[config.mk]
export PLATFORM = sky130hd
export DESIGN_NAME = uart_rx_fifo
export DESIGN_NICKNAME = d
export VERILOG_FILES = /design/src/rtl/uart_rx_fifo.sv
export SDC_FILE = /design/constraint.sdc
export NUM_CORES = 1
export LEC_CHECK = 0
export ABC_AREA = 1
export BUFFER_PORTS_ARGS = -buffer_cell sky130_fd_sc_hd__buf_4
export CORE_UTILIZATION = 50
export CTS_CLUSTER_DIAMETER = 200
export DETAILED_ROUTE_END_ITERATION = 6
export GPL_ROUTABILITY_DRIVEN = 0
export HOLD_SLACK_MARGIN = 0.1
export PLACE_DENSITY_LB_ADDON = 0.25
export SLEW_MARGIN = 20
export SYNTH_ARGS = -nofsm -noshare
export SYNTH_HDL_FRONTEND = slang
export SYNTH_SLANG_ARGS = --single-unit
[constraint.sdc]
create_clock -name clk -period 4.5 [get_ports clk]
set_input_delay 0.225 -clock clk [delete_from_list [all_inputs] [get_ports clk]]
set_output_delay 0.225 -clock clk [all_outputs]
set_load 0.1 [all_outputs]
[src/rtl/uart_rx_fifo.sv]
// ---------------------------------------------------------------------------
// uart_rx_fifo
//   UART receiver (5..8 data bits, optional even/odd parity, one stop bit)
//   with oversampled mid-bit sampling, feeding a first-word-fall-through
//   receive FIFO that stores {break, framing, parity, data[7:0]} per frame.
//
// Ports
//   clk, rst          system clock, asynchronous active-high reset
//   divisor_i         clk cycles per baud tick (0 behaves as 1)
//   data_bits_i       word length: 00=5, 01=6, 10=7, 11=8
//   parity_en_i       parity bit present
//   parity_even_i     1 = even parity, 0 = odd parity
//   rx_i              serial line, idle high (asynchronous)
//   rd_en_i           pop the head entry (ignored while empty)
//   rd_data_o         head data, 0 when empty
//   rd_err_o          head flags {break, framing, parity}, 0 when empty
//   empty_o, full_o   FIFO status
//   count_o           FIFO occupancy, 0..FIFO_DEPTH
//   thresh_i          occupancy interrupt level, 0 disables
//   overrun_o         sticky: a frame was dropped because the FIFO was full
//   clr_overrun_i     clear overrun_o
//   irq_o             registered interrupt request
//   state_o           receiver FSM state (debug/observability)
//
// FIFO handshake: the receiver offers one word per frame as a single-cycle
// push with no back-pressure. rd_en_i is a pop request that is accepted only
// when the FIFO is not empty; a push is accepted when the FIFO is not full or
// when a pop is accepted in the same cycle, otherwise it is dropped and
// overrun_o is set.
// ---------------------------------------------------------------------------
module uart_rx_fifo #(
   parameter int FIFO_DEPTH = 16,
   parameter int OVERSAMPLE = 16,
   parameter int DIV_WIDTH  = 16
) (
   input  logic                          clk,
   input  logic                          rst,
   input  logic [DIV_WIDTH-1:0]          divisor_i,
   input  logic [1:0]                    data_bits_i,
   input  logic                          parity_en_i,
   input  logic                          parity_even_i,
   input  logic                          rx_i,
   input  logic                          rd_en_i,
   output logic [7:0]                    rd_data_o,
   output logic [2:0]                    rd_err_o,
   output logic                          empty_o,
   output logic                          full_o,
   output logic [$clog2(FIFO_DEPTH):0]   count_o,
   input  logic [$clog2(FIFO_DEPTH):0]   thresh_i,
   output logic                          overrun_o,
   input  logic                          clr_overrun_i,
   output logic                          irq_o,
   output logic [2:0]                    state_o
);

   localparam int AW   = $clog2(FIFO_DEPTH);
   localparam int CW   = AW + 1;
   localparam int OS_W = $clog2(OVERSAMPLE);
   localparam logic [OS_W-1:0] OS_HALF = OS_W'(OVERSAMPLE / 2 - 1);
   localparam logic [OS_W-1:0] OS_FULL = OS_W'(OVERSAMPLE - 1);
   localparam logic [CW-1:0]   DEPTH_C = CW'(FIFO_DEPTH);

   typedef enum logic [2:0] {
      ST_IDLE   = 3'd0,
      ST_START  = 3'd1,
      ST_DATA   = 3'd2,
      ST_PARITY = 3'd3,
      ST_STOP   = 3'd4
   } state_t;

   state_t state;
   assign state_o = state;

   // -------------------------------------------------------------------------
   // Baud tick generator: free-running down-counter, tick on zero then reload.
   // -------------------------------------------------------------------------
   logic [DIV_WIDTH-1:0] div_cnt;
   logic [DIV_WIDTH-1:0] div_reload;
   logic                 tick;

   assign div_reload = (divisor_i == '0) ? '0 : divisor_i - DIV_WIDTH'(1);
   assign tick       = (div_cnt == '0);

   always_ff @(posedge clk or posedge rst) begin
      if (rst)       div_cnt <= '0;
      else if (tick) div_cnt <= div_reload;
      else           div_cnt <= div_cnt - DIV_WIDTH'(1);
   end

   // -------------------------------------------------------------------------
   // Input synchroniser plus one history flop for falling-edge detection.
   // All flops reset to the idle level so reset itself never looks like a
   // start bit.
   // -------------------------------------------------------------------------
   logic rx_s1, rx_s2, rx_d;
   logic fall;

   always_ff @(posedge clk or posedge rst) begin
      if (rst) begin
         rx_s1 <= 1'b1;
         rx_s2 <= 1'b1;
         rx_d  <= 1'b1;
      end else begin
         rx_s1 <= rx_i;
         rx_s2 <= rx_s1;
         rx_d  <= rx_s2;
      end
   end

   assign fall = rx_d & ~rx_s2;

   // -------------------------------------------------------------------------
   // Receiver FSM
   // -------------------------------------------------------------------------
   logic [OS_W-1:0] os_cnt;
   logic [2:0]      bit_idx;
   logic [2:0]      last_idx;
   logic [7:0]      shreg;
   logic            par_bit;
   logic [1:0]      cfg_bits;
   logic            cfg_par_en;
   logic            cfg_par_even;
   logic            sample;
   logic            pe, fe, brk;
   logic            push_valid;
   logic [10:0]     push_word;

   // START samples half a bit in; every later state samples a full bit on.
   assign sample   = tick & (os_cnt == ((state == ST_START) ? OS_HALF : OS_FULL));
   assign last_idx = 3'd4 + {1'b0, cfg_bits};

   // Flags for the frame being closed by the stop sample (rx_s2 is the stop bit).
   // Odd parity expects the XOR of data and parity to be 1, even expects 0.
   assign pe  = cfg_par_en & ((^shreg) ^ par_bit ^ ~cfg_par_even);
   assign fe  = ~rx_s2;
   assign brk = (shreg == 8'h00) & ~par_bit & ~rx_s2;

   always_ff @(posedge clk or posedge rst) begin
      if (rst) begin
         state        <= ST_IDLE;
         os_cnt       <= '0;
         bit_idx      <= '0;
         shreg        <= '0;
         par_bit      <= 1'b0;
         cfg_bits     <= '0;
         cfg_par_en   <= 1'b0;
         cfg_par_even <= 1'b0;
         push_valid   <= 1'b0;
         push_word    <= '0;
      end else begin
         push_valid <= 1'b0;
         if (state != ST_IDLE && tick)
            os_cnt <= sample ? '0 : os_cnt + OS_W'(1);
         case (state)
            ST_IDLE: begin
               if (fall) begin
                  state  <= ST_START;
                  os_cnt <= '0;
               end
            end
            ST_START: begin
               if (sample) begin
                  if (rx_s2) begin
                     state <= ST_IDLE;
                  end else begin
                     // Frame format is frozen here for the whole frame.
                     state        <= ST_DATA;
                     cfg_bits     <= data_bits_i;
                     cfg_par_en   <= parity_en_i;
                     cfg_par_even <= parity_even_i;
                     shreg        <= '0;
                     par_bit      <= 1'b0;
                     bit_idx      <= '0;
                  end
               end
            end
            ST_DATA: begin
               if (sample) begin
                  shreg[bit_idx] <= rx_s2;
                  if (bit_idx == last_idx)
                     state <= cfg_par_en ? ST_PARITY : ST_STOP;
                  else
                     bit_idx <= bit_idx + 3'd1;
               end
            end
            ST_PARITY: begin
               if (sample) begin
                  par_bit <= rx_s2;
                  state   <= ST_STOP;
               end
            end
            ST_STOP: begin
               if (sample) begin
                  push_valid <= 1'b1;
                  push_word  <= {brk, fe, pe, shreg};
                  state      <= ST_IDLE;
               end
            end
            default: state <= ST_IDLE;
         endcase
      end
   end

   // -------------------------------------------------------------------------
   // Receive FIFO (first-word-fall-through)
   // -------------------------------------------------------------------------
   logic [10:0]   mem [FIFO_DEPTH];
   logic [AW-1:0] wr_ptr, rd_ptr;
   logic          pop, wr_ok, ovr_set;
   logic [10:0]   head_word;

   assign empty_o = (count_o == '0);
   assign full_o  = (count_o == DEPTH_C);
   assign pop     = rd_en_i & ~empty_o;
   assign wr_ok   = push_valid & (~full_o | pop);
   assign ovr_set = push_valid & full_o & ~pop;

   assign head_word = mem[rd_ptr];
   assign rd_data_o = empty_o ? 8'h00 : head_word[7:0];
   assign rd_err_o  = empty_o ? 3'b000 : head_word[10:8];

   always_ff @(posedge clk) begin
      if (wr_ok) mem[wr_ptr] <= push_word;
   end

   always_ff @(posedge clk or posedge rst) begin
      if (rst) begin
         wr_ptr    <= '0;
         rd_ptr    <= '0;
         count_o   <= '0;
         overrun_o <= 1'b0;
         irq_o     <= 1'b0;
      end else begin
         if (wr_ok) wr_ptr <= wr_ptr + AW'(1);
         if (pop)   rd_ptr <= rd_ptr + AW'(1);
         case ({wr_ok, pop})
            2'b10:   count_o <= count_o + CW'(1);
            2'b01:   count_o <= count_o - CW'(1);
            default: count_o <= count_o;
         endcase
         // A fresh overrun wins over a clear in the same cycle.
         if (ovr_set)            overrun_o <= 1'b1;
         else if (clr_overrun_i) overrun_o <= 1'b0;
         irq_o <= ((thresh_i != '0) && (count_o >= thresh_i)) || overrun_o ||
                  (rd_err_o != 3'b000);
      end
   end

endmodule

# After elaboration in Yosys (flattened, before gate mapping)
# Memory sizes are Yosys's and may differ from the RTL's.
# Cells that the tools add are included.
[classes]
reduce_logical = 24
addsub = 9
bitwise_logic = 18
magnitude_cmp = 3
n_eq_ne = 17
mux = 41
[ops]
columns = ["cell", "n"]
rows = [
  ["3-bit 2-to-1 mux", 12],
  ["16-bit zero test", 2],
  ["16-bit 2-to-1 mux", 2],
  ["8-bit 2-to-1 mux", 4],
  ["16-bit by 1-bit subtractor with 16-bit output (second input constant)", 2],
  ["4-bit 2-to-1 mux", 5],
  ["2-bit != test (second input constant)", 8],
  ["8-bit one-hot mux with 2 select lines", 1],
  ["3-bit one-hot mux with 5 select lines", 1],
  ["4-bit by 1-bit adder with 4-bit output (second input constant)", 3],
  ["1-bit 2-to-1 mux", 10],
  ["5-bit one-hot mux with 2 select lines", 1],
  ["1-bit bitwise AND", 9],
  ["8-bit bitwise mux", 1],
  ["8-bit zero test", 1],
  ["4-bit AND reduction", 2],
  ["2-bit nonzero test", 4],
  ["8-bit parity", 1],
  ["3-bit by 2-bit equality test with 1-bit output (second input constant)", 2],
  ["1-bit NOT", 6],
  ["3-bit one-hot mux with 2 select lines", 1],
  ["6-bit AND reduction", 1],
  ["3-bit nonzero test", 2],
  ["5-bit by 1-bit adder with 5-bit output (second input constant)", 1],
  ["26 further kinds", 30],
]
[word_totals]
wordCells = 132
output_inout_bits = 23
n_memories = 1
register_bits = 69
ram_bits = 176
[mem_list]
columns = ["memory", "depth", "width", "read_ports", "rd_ports_with_merged_regs", "write_ports", "line", "source"]
rows = [
  ["mem", 16, 11, 1, 0, 1, "207", "logic [10:0] mem [FIFO_DEPTH];"],
]

# Logic depth before layout (Yosys ltp)
[logic_depth]
word_depth = 8
depth_mapped = 14
mapped_depth_nobuf = 14

# Worst setup path before layout
# OpenSTA, ideal clock, no wires.
[synth_timing]
kind = "register to output"
start = "register count_o[0]"
end = "output port rd_data_o[0]"
setup_slack_ns = 0.362
n_path_buf = 0
t_arrival_ns = 3.913
stages_incl_launch_ff = 5
required_ns = 4.275
path_cell_list = "dfrtp_1 nor2_1 nand3_2 clkinv_1 a21oi_1"
[synth_between]
elab_chain_cells = 2
[synth_rtl]
columns = ["item", "line", "source"]
rows = [
  ["start: declaration", "48", "output logic [$clog2(FIFO_DEPTH):0] count_o,"],
  ["start signal: assignment", "237", "2'b10: count_o <= count_o + CW'(1);"],
  ["start signal: assignment", "238", "2'b01: count_o <= count_o - CW'(1);"],
  ["start signal: assignment", "239", "default: count_o <= count_o;"],
  ["5-bit zero test", "212", "assign empty_o = (count_o == '0);"],
  ["via empty_o", "46", "output logic empty_o,"],
  ["8-bit 2-to-1 mux", "219", "assign rd_data_o = empty_o ? 8'h00 : head_word[7:0];"],
  ["end: declaration", "44", "output logic [7:0] rd_data_o,"],
]
# The timed path passes the listed nets, and every way through them passes these cells.

# Worst setup path in the final report
[layout_timing]
start = "register rd_ptr[2]"
end = "output port rd_err_o[1]"
[layout_between]
elab_chain_cells = 2
[layout_rtl]
columns = ["item", "line", "source"]
rows = [
  ["start: declaration", "208", "logic [AW-1:0] wr_ptr, rd_ptr;"],
  ["start signal: assignment", "235", "if (pop) rd_ptr <= rd_ptr + AW'(1);"],
  ["memory 16 x 11 bit", "-", ""],
  ["3-bit 2-to-1 mux", "220", "assign rd_err_o = empty_o ? 3'b000 : head_word[10:8];"],
  ["end: declaration", "45", "output logic [2:0] rd_err_o,"],
]
# Every way passes these cells.

==> reports/results.tsv <==
stage	metric	value	unit
status	status	finished, final reports clean	
sta	worst clock skew	0.0111	ns
worst_hold_path	HP Class	input pin to flop	
place	hpwl dp	15.5	mm
clock_network	CTS tree	yes	
synth	ys flop type	edfxtp_1	
sta	setup ws final	0.958	ns
floorplan	Die Height	152	µm
grt	All-Layer GR Usage	22.1	%
floorplan	Die X-Extent	152	µm
synth	library cells used by synthesis	42	
synth	Mean Syn Cell Area	10.5	µm²
clock_network	Root Buffer	clkbuf_16	
critical_path	crit path launch type	flop	
floorplan	Rows	54	
synth	most area-hungry cell type in the Yosys netlist	edfxtp_1	
final_layout	Post-layout nets	1198	
clock_network	clock sink total	245	
detailed_routing	vias per cell	5.45	
grt	vias in the first global route	7920	
synth	top cells by area, synth	edfxtp_1, dfrtp_1, nand2_1	
final_layout	antenna diode count	0	
sta	Slew HR	27.7	%
critical_path	Req. time, crit path	4.28	ns
sta	Fin. Hold Viols	0	
synth	post-synthesis sequential area ratio	62.2	%
job	Max-cap violations	0	
clock_network	cts repair resizes	0	
synth	Yosys top cell area share	46.9	%
detailed_routing	drt first pass iters	4	
critical_path	Critical Path Fanout Max	26	
floorplan	Top Ports	53	
synth	register bit count reported by yosys	245	
grt	largest net degree at the start of global routing	92	
synth	Mapped Nets	1123	
detailed_routing	# DRC	0	
final_layout	most common cell after layout, fill and taps aside	edfxtp_1	
final_layout	Area growth syn-to-layout	15.4	%
detailed_routing	post-route ant nets	0	
critical_path	CP Capture Type	output pin	
sta	RSZ-0062 raised after global routing	no	
synth	ys async rst share	28.2	%
sta	fmax	282	MHz
synth	Netlist Area Pre-Place	0.0113	mm²
sta	period utilization	78.7	%
sta	Final Max Tran Viols	0	
sta	Least-Margin Pin Slew	1.08	ns
clock_network	Inserted Clock Buffers	25	
power_and_ir_drop	PwrDens	596	mW/mm²
sta	minimum clock period	3.54	ns
sta	setup TNS	0	ns
synth	Post-synth EDFFs	176	
final_layout	most frequent cells in the layout	edfxtp_1, nand2_1, nor2_1	
floorplan	full die area	0.0231	mm²
synth	Mapped Cells	1073	
floorplan	Initial Util	51.3	%
grt	first-pass GRT wire length	40.9	mm
detailed_routing	detailed-route via count	7880	
place	count of buffers from port buffering	52	
detailed_routing	DRT Wirelength	24.8	mm
power_and_ir_drop	Max rail drop VDD	0.000583	V
final_layout	layout cells sized above 1	13.7	%
clock_network	Clk Latency, worst-skew pair	0.54	ns
power_and_ir_drop	leak pwr	0.00555	µW
place	post-place setup slack	1.52	ns
clock_network	clk buf depth	3	
synth	Yosys warning total	0	
final_layout	FILL cells	1808	
grt	initial antenna violation count	0	
grt	grt total ovfl	0	
critical_path	WP data arrival	3.32	ns
detailed_routing	Iteration-0 DRC Markers	636	
critical_path	CP Class	flop to output pin	
clock_network	clock-pin transition on the worst setup and hold timing paths	0.06	ns
floorplan	core area	0.0220	mm²
sta	Final setup viols	0	
clock_network	htree depth	1	
detailed_routing	wire per inst	17.1	µm
where the power goes:
group | total, µW | leakage (µW) | switching [µW] | internal [µW]
Sequential | 2590 | 0.00287 | 132 | 2460
Clock | 2010 | 0.000383 | 862 | 1150
Combinational | 3140 | 0.00230 | 2360 | 781
path summary, 6_finish.rpt:
check	start	end	slack, ns	depth (start not counted)
worst max-delay path	rd_ptr[2]$_DFFE_PP0N_	rd_err_o[1]	0.96	7
min in group asynchronous	rst	count_o[2]$_DFFE_PP0P_	0.22	3
max in group asynchronous	rst	push_word[4]$_DFFE_PP0P_	3.25	4
worst min register to register	rx_s1$_DFF_PP1_	rx_s2$_DFF_PP1_	0.36	0
worst max register to register	rd_ptr[2]$_DFFE_PP0N_	irq_o$_DFF_PP0_	1.87	7
worst min-delay path	divisor_i[1]	div_cnt[1]$_DFF_PP0_	0.13	4
area by class of cell:
type	instances	area, µm²	area share [%]
well taps	280	350	2.69
clock inverters	10	101	0.779
flip-flops and latches	245	7020	54.0
repair buffers	86	721	5.54
multi-input cells	693	3750	28.9
clock buffers	36	697	5.36
inverters	97	364	2.80
flip-flops by register name (all words and copies together), names as in the netlist, 2 cells and up:
signal     count
mem          176
div_cnt       16
push_word     11
shreg          8
count_o        5
os_cnt         4
rd_ptr         4
wr_ptr         4
bit_idx        3
state_o        3
cfg_bits       2
worst max-delay path, cell delays in order, from the launching register on:
cell and delay (ns):
dfrtp_1 0.86, clkinv_1 0.92, nand2_1 0.29, nand2_1 0.06, o21ai_0 0.17, nand2_1 0.12
inv_1 0.07, buf_4 0.28
stage by stage:
| step | total power (µW) | area [µm²] | hold WS, ns | util (%) | std cells |
|---|---|---|---|---|---|
| finish | 7740 | 13000 | 0.125 | 59.2 | 1447 |
| detailed placement | 5770 | 11900 | 0.234 | 54.3 | 1376 |
| floorplan | 5020 | 11300 | 0.229 | - | 1073 |
| global placement | 5740 | 11900 | 0.239 | 54.3 | 1376 |
| global route | 8130 | 13000 | 0.149 | 59.2 | 1447 |
| CTS | 7790 | 13000 | 0.105 | 59.1 | 1447 |
synth_stat cells, types with 6 or more instances:
library cell  instances
edfxtp_1            176
nand2_1             167
nor2_1              148
o21ai_0             101
inv_1                88
dfrtp_1              66
nand3_1              62
xor2_1               27
a21oi_1              26
clkbuf_1             25
o221ai_1             22
ha_1                 20
o21ai_1              20
o22ai_1              17
nor3_1               14
buf_2                11
o21ai_2              10
xnor2_1              10
nand4_1               9
inv_2                 7
nand3_2               6
nor2_4                6
metal layers:
layer  track usage, %  wire [µm]  up-vias
met5                0          0        -
met4             7.24        614        0
met3             2.93       1180       55
met2             37.9      12200      210
met1             29.3      10800     3762
li1                 -          -     3853
kinds of logic after synthesis:
group           synth area share (%)
xor+xnor                        2.87
flops                           62.2
simple gates                    17.4
compound gates                  10.6
buf+inv                         4.72
fa+ha+maj                       2.22
repair_timing:
action                                 in CTS  in global routing
hold buffers                               25                  0
buffers inserted                            0                  0
endpoints found under the hold margin      35                  0
Note: power is estimated with default switching activity, not from simulation.
